**config.mk**
```make
export PLATFORM = sky130hd
export DESIGN_NAME = bound_flasher_ctrl_flat
export DESIGN_NICKNAME = d
export VERILOG_FILES = /design/src/rtl/bf_pkg.sv /design/src/rtl/bound_flasher_ctrl_if.sv /design/src/rtl/bf_phase_next.sv /design/src/rtl/bound_flasher_ctrl.sv /design/src/flat_wrapper.sv
export SDC_FILE = /design/constraint.sdc
export NUM_CORES = 1
export LEC_CHECK = 0
export BUFFER_PORTS_ARGS = -buffer_cell sky130_fd_sc_hd__buf_2
export CORE_AREA = 2 2 39 41
export DETAILED_ROUTE_END_ITERATION = 10
export DIE_AREA = 0 0 41 43
export SETUP_SLACK_MARGIN = 0.2
export SLEW_MARGIN = 30
export SYNTH_ARGS = -nofsm -noshare
export SYNTH_HDL_FRONTEND = slang
export SYNTH_SLANG_ARGS = --single-unit
```
**constraint.sdc**
```tcl
create_clock -name clk -period 4 [get_ports clk]
set_clock_uncertainty 0.15 [all_clocks]
set_input_delay 0.2 -clock clk [delete_from_list [all_inputs] [get_ports clk]]
set_output_delay 0.2 -clock clk [all_outputs]
set_load 0.01 [all_outputs]
```
**src/rtl/bf_pkg.sv**
```systemverilog
// Shared types for the bound flasher: lamp counter commands, sequencing phases
// and the phase-to-direction mapping used by the controller and counter generator.
package bf_pkg;

  typedef enum logic [1:0] {
    COUNT_DIS     = 2'b00,
    COUNT_UP_EN   = 2'b01,
    COUNT_DOWN_EN = 2'b10,
    COUNT_HOLD    = 2'b11
  } counter_state_t;

  typedef enum logic [2:0] {
    IDLE = 3'd0,
    UP1  = 3'd1,
    DN1  = 3'd2,
    UP2  = 3'd3,
    DN2  = 3'd4,
    UP3  = 3'd5,
    DN3  = 3'd6
  } phase_t;

  localparam int COUNTER_INIT = 0;

  function automatic counter_state_t phase_dir(input phase_t p);
    counter_state_t d;
    case (p)
      UP1, UP2, UP3: d = COUNT_UP_EN;
      DN1, DN2, DN3: d = COUNT_DOWN_EN;
      default:       d = COUNT_DIS;
    endcase
    return d;
  endfunction

endpackage

```
**src/rtl/bound_flasher_ctrl_if.sv**
```systemverilog
// Command bus between the flasher controller and the lamp counter generator.
interface bound_flasher_ctrl_if #(
  parameter int CNT_W = 5
);
  import bf_pkg::*;

  logic [CNT_W-1:0] counter;
  counter_state_t   counter_state;
  logic [CNT_W-1:0] counter_load;
  logic             counter_load_en;

  // Each cycle the generator applies exactly one command at the clock edge:
  // counter_load_en=1 loads counter_load and overrides counter_state; otherwise
  // counter_state selects up/down/disabled. counter is the registered result.
  modport master (
    input  counter,
    output counter_state,
    output counter_load,
    output counter_load_en
  );

  modport slave (
    output counter,
    input  counter_state,
    input  counter_load,
    input  counter_load_en
  );

endinterface

```
**src/rtl/bf_phase_next.sv**
```systemverilog
// Combinational next-phase decode for the bound flasher sequence.
// Kickback in DN2 is compiled in only when BF_KICKBACK_EN is defined.
module bf_phase_next
  import bf_pkg::*;
#(
  parameter int CNT_W   = 5,
  parameter int MAX_VAL = 15,
  parameter int MID_HI  = 10,
  parameter int MID_LO  = 5
) (
  input  phase_t           phase,
  input  logic             flick,
  input  logic [CNT_W-1:0] counter,
  output phase_t           phase_next
);

  localparam logic [CNT_W-1:0] MAX_C = CNT_W'(MAX_VAL);
  localparam logic [CNT_W-1:0] HI_C  = CNT_W'(MID_HI);
  localparam logic [CNT_W-1:0] LO_C  = CNT_W'(MID_LO);

  // Inclusive bounds so a counter that lands outside the range still ends the phase.
  always_comb begin
    phase_next = phase;
    case (phase)
      IDLE: if (flick) phase_next = UP1;
      UP1:  if (counter >= MAX_C) phase_next = DN1;
      DN1:  if (counter <= LO_C) phase_next = UP2;
      UP2:  if (counter >= HI_C) phase_next = DN2;
      DN2: begin
        if (counter == '0) phase_next = UP3;
`ifdef BF_KICKBACK_EN
        if (flick && (counter == LO_C || counter == '0)) phase_next = UP2;
`endif
      end
      UP3:  if (counter >= LO_C) phase_next = DN3;
      DN3:  if (counter == '0) phase_next = IDLE;
      default: phase_next = IDLE;
    endcase
  end

endmodule

```
**src/rtl/bound_flasher_ctrl.sv**
```systemverilog
// Bound flasher sequencing controller: phase register, abort/load and done pulse.
// Define BF_KICKBACK_EN to enable flick-triggered kickback during DN2.
module bound_flasher_ctrl
  import bf_pkg::*;
#(
  parameter int CNT_W   = 5,
  parameter int MAX_VAL = 15,
  parameter int MID_HI  = 10,
  parameter int MID_LO  = 5
) (
  input  logic                  clk,
  input  logic                  rst,
  input  logic                  flick,
  input  logic                  stop,
  bound_flasher_ctrl_if.master  cnt,
  output logic                  busy,
  output logic                  done,
  output phase_t                phase
);

  phase_t phase_q;
  phase_t norm_next;
  phase_t phase_next;
  logic   stop_hit;
  logic   done_q;

  bf_phase_next #(
    .CNT_W   (CNT_W),
    .MAX_VAL (MAX_VAL),
    .MID_HI  (MID_HI),
    .MID_LO  (MID_LO)
  ) u_phase_next (
    .phase      (phase_q),
    .flick      (flick),
    .counter    (cnt.counter),
    .phase_next (norm_next)
  );

  // Direction follows the phase being entered so the counter turns on the same edge.
  always_comb begin
    stop_hit            = stop && (phase_q != IDLE);
    phase_next          = stop_hit ? IDLE : norm_next;
    cnt.counter_state   = COUNT_DIS;
    cnt.counter_load    = '0;
    cnt.counter_load_en = 1'b0;
    if (!rst) begin
      if (stop_hit) begin
        cnt.counter_load    = CNT_W'(COUNTER_INIT);
        cnt.counter_load_en = 1'b1;
      end else begin
        cnt.counter_state = phase_dir(phase_next);
      end
    end
  end

  always_ff @(posedge clk) begin
    if (rst) begin
      phase_q <= IDLE;
      done_q  <= 1'b0;
    end else begin
      phase_q <= phase_next;
      done_q  <= (phase_q == DN3) && (phase_next == IDLE) && !stop_hit;
    end
  end

  assign busy  = !rst && (phase_q != IDLE);
  assign done  = !rst && done_q;
  assign phase = rst ? IDLE : phase_q;

endmodule

```
**src/flat_wrapper.sv**
```systemverilog
// flat-port wrapper written by rule: the top's interface ports become plain ports
module bound_flasher_ctrl_flat import bf_pkg::*;
#(
  parameter int CNT_W   = 5,
  parameter int MAX_VAL = 15,
  parameter int MID_HI  = 10,
  parameter int MID_LO  = 5
)
  (clk, rst, flick, stop, busy, done, phase, cnt_counter, cnt_counter_state, cnt_counter_load, cnt_counter_load_en);
  bound_flasher_ctrl_if #(.CNT_W(CNT_W)) cnt_i ();
  input  logic clk;
  input  logic rst;
  input  logic flick;
  input  logic stop;
  output logic busy;
  output logic done;
  output phase_t phase;
  input wire logic [$bits(cnt_i.counter)-1:0] cnt_counter;
  output wire logic [$bits(cnt_i.counter_state)-1:0] cnt_counter_state;
  output wire logic [$bits(cnt_i.counter_load)-1:0] cnt_counter_load;
  output wire logic [$bits(cnt_i.counter_load_en)-1:0] cnt_counter_load_en;
  assign cnt_i.counter = cnt_counter;
  assign cnt_counter_state = cnt_i.counter_state;
  assign cnt_counter_load = cnt_i.counter_load;
  assign cnt_counter_load_en = cnt_i.counter_load_en;
  bound_flasher_ctrl #(.CNT_W(CNT_W), .MAX_VAL(MAX_VAL), .MID_HI(MID_HI), .MID_LO(MID_LO)) u_core (.clk(clk), .rst(rst), .flick(flick), .stop(stop), .cnt(cnt_i), .busy(busy), .done(done), .phase(phase));
endmodule
```
# After elaboration in Yosys (flattened, before gate mapping)
# Index checks and enable logic that the tools add are counted.
# classes
n_mux,15
eq_ne,12
magnitude_cmp,4
n_reduce_logical,13
# op_table
op,count
two-way mux 3 bit,9
one-hot mux 3 bit (7 select lines),1
"== test 3 bit, second input constant",6
"== test 3 x 2 -> 1 bit, second input constant",4
"greater-or-equal comparator 5 x 4 -> 1 bit, second input constant",2
"== test 3 x 1 -> 1 bit, second input constant",2
zero test 3 bit,2
OR reduction 3 bit,2
"greater-or-equal comparator 5 x 3 -> 1 bit, second input constant",1
"<= comparator 5 x 3 -> 1 bit, second input constant",1
logical AND 1 bit,5
zero test 5 bit,1
two-way mux 2 bit,2
one-hot mux 2 bit (2 select lines),1
nonzero test 3 bit,1
zero test 1 bit,2
two-way mux 1 bit,2
# totals
input_bits,9
register_bits,4
out_inout_bits,13
elab_cells,46

# Logic depth before layout (Yosys ltp)
# Gate-level depths: netlist (run 1).
# depth
ltp_word,9
depth_mapped,6
depth_no_buf,5

# Modules after synthesis
# Synthesis (run 1) repeated with hierarchy kept, for this count alone.
# unflattened
cells_unflattened,62
hier_area_um2,461.7
# by_module_without_submodules
mod,area_each_um2,seq_area_each_um2,instances,cells_per_inst
bound_flasher_ctrl,242.7,80.1,1,29
bf_phase_next,219.0,0.0,1,33

# Worst setup path before layout (run 1)
# Ideal clock, no wire load.
# synth_path
path_type,input port to output port
startpoint,input port cnt_counter[1]
endpoint,output port cnt_counter_state[1]
path_slack_ns,2.140
required_time_ns,3.650
path_stages,5
arrival_ns,1.510
cell_sequence,or4_4 > or3_1 > a32oi_1 > o21bai_1 > o211a_1
# synth_via
elab_chain_len,9
word_cells_on_any_way,24
cone_classes,4 x order compare; 6 x eq/ne; 11 x mux; 3 x reduce/logical
# synth_lines
item,line_no,text
"start, declared",flat_wrapper.sv:18,input wire logic [$bits(cnt_i.counter)-1:0] cnt_counter;
"greater-or-equal comparator 5 x 3 -> 1 bit, or another cell as far along",bf_phase_next.sv:35,UP3: if (counter >= LO_C) phase_next = DN3;
"two-way mux 3 bit, or another cell as far along",bf_phase_next.sv:35,
one-hot mux 3 bit (7 select lines) (*),bf_phase_next.sv:24,case (phase)
two-way mux 3 bit (*),bound_flasher_ctrl.sv:42,phase_next = stop_hit ? IDLE : norm_next;
"== test 3 x 2 -> 1 bit, or another cell as far along",bf_pkg.sv:26,case (p)
OR reduction 3 bit,bf_pkg.sv:26,
one-hot mux 2 bit (2 select lines) (*),bf_pkg.sv:26,
two-way mux 2 bit (*),bound_flasher_ctrl.sv:47,if (stop_hit) begin
two-way mux 2 bit (*),bound_flasher_ctrl.sv:46,if (!rst) begin
"end, declared",flat_wrapper.sv:19,output wire logic [$bits(cnt_i.counter_state)-1:0] cnt_counter_state;
# Every way passes the cells marked *; elsewhere a longest branch is shown, timed or not.

# Final worst setup path (run 1)
# layout_path
startpoint,register u_core.phase_q[0]
endpoint,output port cnt_counter_state[1]
# layout_via
elab_chain_len,8
word_cells_on_any_way,29
cone_classes,12 x eq/ne; 12 x mux; 5 x reduce/logical
# layout_lines
item,line_no,text
"start, declared",bound_flasher_ctrl.sv:21,phase_t phase_q;
"start signal, assigned",bound_flasher_ctrl.sv:61,phase_q <= phase_next;
"== test 3 bit, or another cell as far along",bf_phase_next.sv:24,
one-hot mux 3 bit (7 select lines) / logical AND 1 bit (equally long branches),"bf_phase_next.sv:24, bound_flasher_ctrl.sv:41",
two-way mux 3 bit,bound_flasher_ctrl.sv:42,
"== test 3 x 2 -> 1 bit, or another cell as far along",bf_pkg.sv:26,
OR reduction 3 bit,bf_pkg.sv:26,
one-hot mux 2 bit (2 select lines),bf_pkg.sv:26,
two-way mux 2 bit (*),bound_flasher_ctrl.sv:47,
two-way mux 2 bit (*),bound_flasher_ctrl.sv:46,
# Marked as above.

==> results by group, run 1 <==
Yosys
  – Synth area leaders: dfxtp_1, buf_4, nor2b_1
  – Avg Synthesized Cell Area: 6.78 um2
  – Synthesis Warnings: 0
  – Ys flop type: dfxtp_1
  – Ys async rst share: 0
  – Most numerous cell in the Yosys netlist: nor2b_1
  – Synth cell types: 27
  – Area leader, netlist: dfxtp_1
  – Yosys reg bits: 4
  – Sequential area share after synthesis: 0.184
  – Netlist Area Pre-Place: 434 um2
  – Cells after synthesis: 64
  – Top-area cell type share of the netlist area: 0.184
  – EDFF count, synth: 0

Route
  – Via count: 462
  – WL per Instance: 10.4 um
  – Vias per cell: 4.86
  – Remaining DRCs: 0
  – Post-route ant nets: 0
  – DR pass1 iterations: 4
  – DRT iter0 DRCs: 9
  – Post-Route WL: 986 um

Power and ir drop
  – Pwr dens: 268 mW/mm2
  – Worst VDD drop: 72.9 uV
  – Pleak: 0.235 nW
  – Total power: 0.138 mW

Die
  – Row Count: 14
  – Core area: 0.00138 mm2
  – Starting Density: 0.314
  – Die area: 0.00176 mm2
  – Num ports: 22
  – Die Y: 43 um
  – Die Wd: 41 um

Place
  – Input/output buffers: 16
  – Routability cong.: 0.786
  – Hpwl dp: 752 um
  – Post-DP Area: 493 um2

Global route
  – Initial antenna violation count: 0
  – Tot GR Track Use: 0.125
  – Grt ovf: 0
  – Largest net degree at the start of global routing: 11
  – Vias in the first global route: 383
  – First-pass GRT wire length: 1530 um

Timing
  – Final Setup Violations: 0
  – Final Max Tran Viols: 0
  – Fmax: 454 MHz
  – Final min period: 2200 ps
  – Endpoints failing hold: 0
  – RSZ-0062 raised after global routing: false
  – Period utilization: 0.551
  – Total negative slack: 0 ps

Outcome
  – Status: finished clean

Finish
  – Sequential Area: 80.1 um2
  – Area occupied by multi-input gates: 302 um2
  – Area grow syn2layout: 18.7%
  – Fillers: 144
  – Design Area, Final: 515 um2
  – Number of inserted diodes: 0
  – Nets: 90
  – Share of post-route cells with drive strength above 1: 0.266

Critical path
  – CP required: 3650 ps
  – Crit Path Class: reg -> out
  – CP bufs+invs: 1
  – Slowest cell on crit path: dfxtp_1
  – Crit-path max cell delay: 500 ps
  – Crit. End Element: output port
  – Delay-heaviest family, CP: compound AO/OA/AOI/OAI gates
  – Startpoint Class: register
  – Arr. time, crit path: 1850 ps
  – Worst-path cell chain: nand2b_1 > a211o_1 > a31oi_1 > o21bai_1 > o211a_1 > buf_2
  – Crit Path Max Fanout: 10

Clock tree
  – Clock buffer count from CTS: 3
  – H-tree depth: 1
  – TritonCTS clock tree: built
  – CTS Root Buffer Type: clkbuf_4
  – PostCTS Resize Cnt: 0
  – CTS Buffer Depth: 2
  – Worst-skew pair later-pin latency: 230 ps
  – Cts hold-fix bufs: 0
  – Post CTS Setup Buffer Count: 0
  – Clk pin slew, worst setup/hold paths: 30 ps
  – Clk sinks: 4

Run
  – Number of max-cap violations: 0

Worst hold path
  – Worst hold-check path type: in -> reg
==> kinds of logic (layout without fill, tap and decap cells) <==
family	count (synthesis)	in the layout	share of synthesized area
flops	4	4	0.184
simple gates	30	30	0.386
other cells	1	5	0.00864
buf+inv	11	22	0.156
compound gates	17	17	0.242
mux	1	1	0.0231
==> per-stage QoR <==
step                worst slack, ps  utilization  hold slack (ps)  std cells
global placement               1830        0.356              359         92
detailed placement             1830        0.356              358         92
floorplan                      2140            -              214         68
global route                   1640        0.373              131         95
finish                         1800        0.373              112         95
CTS                            1790        0.373              111         95
==> where the power goes <==
part	switching (mW)	internal, mW	leakage, nW
combinational	0.0250	0.0171	0.189
sequential	0.00502	0.0422	0.0325
clock	0.0154	0.0335	0.0138
total	0.0454	0.0929	0.235
==> per-layer routing <==
layer	routed length, um	part of all wire	GRT usage	vias to the layer above
li1	-	-	-	245
met1	486	0.49	0.176	197
met2	430	0.44	0.159	20
met3	69	0.070	0.0471	0
met4	0	0	0.0667	0
met5	0	0	0	-
==> layout make-up <==
class | instances | share of cell area
clock buffers | 3 | 0.0437
inverters | 3 | 0.0218
multi-input cells | 53 | 0.585
flip-flops and latches | 4 | 0.155
well taps | 16 | 0.0388
repair buffers | 16 | 0.155
==> cell usage in the layout (no fill, tap or decap) <==
| master | instances |
|---|---|
| a211o_1 | 1 |
| a21o_1 | 1 |
| a21oi_1 | 5 |
| a31oi_1 | 2 |
| a32oi_1 | 1 |
| and2_1 | 1 |
| buf_2 | 16 |
| clkbuf_4 | 3 |
| conb_1 | 5 |
| dfxtp_1 | 4 |
| inv_1 | 3 |
| mux2i_1 | 1 |
| nand2_1 | 3 |
| nand2b_1 | 2 |
| nand3_1 | 2 |
| nand4_1 | 1 |
| nor2_1 | 5 |
| nor2b_1 | 6 |
| nor3_1 | 5 |
| nor3_2 | 1 |
| o211a_1 | 1 |
| o21ai_0 | 5 |
| o21bai_1 | 1 |
| or2_0 | 1 |
| or3_1 | 2 |
| or4_4 | 1 |
==> worst register-to-register path, cell delays in order, from the launching register on <==
cell and delay (ps):
dfxtp_1 420, inv_1 120, or3_1 380, a32oi_1 250, o21bai_1 130, nor3_2 170
==> registers in the layout, summed over array words and instances (netlist names) <==
signal / flops
u_core.phase_q: 3
u_core.done_q: 1
==> worst paths after layout <==
| kind | start | endpoint | slack [ps] | depth (start not counted) |
|---|---|---|---|---|
| setup / recovery | u_core.phase_q[0]$_SDFF_PP0_ | cnt_counter_state[1] | 1800 | 6 |
| hold / removal | rst | u_core.phase_q[2]$_SDFF_PP0_ | 110 | 2 |
| setup reg to reg | u_core.phase_q[2]$_SDFF_PP0_ | u_core.done_q$_SDFF_PP0_ | 2310 | 5 |
| hold reg to reg | u_core.phase_q[2]$_SDFF_PP0_ | u_core.done_q$_SDFF_PP0_ | 440 | 2 |
Power figures use the tool's default switching activity.
==> inputs of run 2 (changes only) <==
- clock period: 4 -> 2.03 ns (I/O delays scaled with it)
==> results by group, run 2 (same netlist as run 1, synthesis figures left out) <==
Timing
  – Final Max Tran Viols: 0 (unchanged)
  – Fmax: 514 MHz
  – Total negative slack: 0 ps (unchanged)
  – Period utilization: 0.958
  – Final min period: 1940 ps
  – Endpoints failing hold: 0 (unchanged)
  – RSZ-0062 raised after global routing: true
  – Final Setup Violations: 0 (unchanged)

Die
  – Die Wd: 41 um (unchanged)
  – Die area: 0.00176 mm2 (unchanged)
  – Num ports: 22 (unchanged)
  – Die Y: 43 um (unchanged)
  – Core area: 0.00138 mm2 (unchanged)
  – Starting Density: 0.314 (unchanged)
  – Row Count: 14 (unchanged)

Clock tree
  – CTS Buffer Depth: 2 (unchanged)
  – Worst-skew pair later-pin latency: 230 ps (about the same)
  – CTS Root Buffer Type: clkbuf_4
  – Clk pin slew, worst setup/hold paths: 30 ps (about the same)
  – TritonCTS clock tree: built
  – Clock buffer count from CTS: 3 (unchanged)
  – H-tree depth: 1 (unchanged)
  – Clk sinks: 4 (unchanged)

Finish
  – Most common cell after layout, fill and taps aside: buf_2
  – Nets: 94 (+4.4%)
  – Biggest regs: u_core.phase_q (3), u_core.done_q (1)
  – Area grow syn2layout: 33.7%
  – Commonest cells after routing, fill and taps aside: buf_2, nor2b_1
  – Reg with most FFs: u_core.phase_q
  – Layout Utilization: 0.420 (+0.0470)
  – Number of inserted diodes: 0 (unchanged)
  – Largest register FFs: 3 (unchanged)
  – Share of post-route cells with drive strength above 1: 0.398 (+0.132)

Place
  – Input/output buffers: 16 (unchanged)
  – Hpwl dp: 759 um (+0.93%)
  – Routability cong.: 0.765 (-2.8%)

Power and ir drop
  – Pleak: 0.267 nW (+13%)
  – Worst VDD drop: 208 uV (+190%)
  – Pwr dens: 498 mW/mm2 (+86%)

Critical path
  – Slowest cell on crit path: or4_4
  – Crit Path Max Fanout: 3 (-7)
  – Crit-path max cell delay: 530 ps (+30 ps)
  – Worst-path cell chain: buf_2 > or4_4 > or3_4 > a32oi_2 > o21bai_2 > o211a_1 > buf_2
  – Startpoint Class: input pin
  – CP required: 1780 ps (-1870 ps)
  – Crit Path Class: in -> out
  – Crit. End Element: output port
  – Arr. time, crit path: 1690 ps (-160 ps)
  – Cell mode on critical path: buf_2

Global route
  – First-pass GRT wire length: 1550 um (+0.91%)
  – Initial antenna violation count: 0 (unchanged)
  – Tot GR Track Use: 0.126 (+0.00100)
  – Grt ovf: 0 (unchanged)
  – Vias in the first global route: 397 (+3.7%)
  – Largest net degree at the start of global routing: 11 (unchanged)

Run
  – Number of max-cap violations: 0 (unchanged)

Outcome
  – Status: finished clean

Route
  – Post-route ant nets: 0 (unchanged)
  – Remaining DRCs: 0 (unchanged)
  – DR pass1 iterations: 4 (unchanged)
  – Vias per cell: 4.78 (-1.8%)
  – Via count: 473 (+2.4%)
  – WL per Instance: 10.4 um (+0.44%)
  – Post-Route WL: 1030 um (+4.7%)
  – DRT iter0 DRCs: 10 (+1)

Worst hold path
  – Worst hold-check path type: in -> reg
-- run 2: worst max-delay path, delay by kind of cell --
kind	cells	cell delay, ps
AO/OA/AOI/OAI	3	470
buffers and inverters	2	240
AND/OR/NAND/NOR	2	870
-- run 2: final cells by class --
class                   count  area (um2)
fillers                   150         803
multi-input cells          53         332
repair buffers             20         110
flip-flops and latches      4        85.1
clock buffers               3        22.5
well taps                  16        20.0
inverters                   3        11.3
-- run 2: metrics by stage --
step                      instance area, um2  cells  worst slack, ps  total power [mW]  hold slack (ps)
after floorplan                          449     68              367             0.159              115
after global placement                   515     95              119             0.184              259
after detailed placement                 515     95             91.0             0.185              251
after CTS                                558     99              131             0.287             2.18
after global routing                     581     99             32.1             0.313             9.13
final                                    581     99             85.9             0.289             5.93
-- run 2: repair_timing --
action                     in CTS  in global routing
buffers inserted                1                  0
hold buffers                    0                  0
pin swaps                       3                  2
resized for setup               4                  5
setup endpoints to repair       1                  1
-- run 2: worst paths after layout --
path,from,endpoint,slack [ps],depth (start not counted)
max,cnt_counter[1],cnt_counter_state[1],90,7
min,rst,u_core.phase_q[2]$_SDFF_PP0_,6,2
max reg2reg,u_core.phase_q[2]$_SDFF_PP0_,u_core.done_q$_SDFF_PP0_,360,6
min reg2reg,u_core.phase_q[2]$_SDFF_PP0_,u_core.done_q$_SDFF_PP0_,380,2
-- run 2: metal layers --
layer  GRT usage  routed length [um]  up-vias
li1            -                   -      254
met1       0.163                 509      203
met2       0.191                 461       16
met3      0.0471                  61        0
met4      0.0333                   0        0
met5           0                   0        -
-- run 2: power breakdown --
group	internal [mW]	leakage [nW]	switching, mW	total, mW
sequential	0.0824	0.0338	0.00696	0.0894
combinational	0.0472	0.219	0.0587	0.106
clock	0.0658	0.0138	0.0278	0.0936
total	0.195	0.267	0.0935	0.289
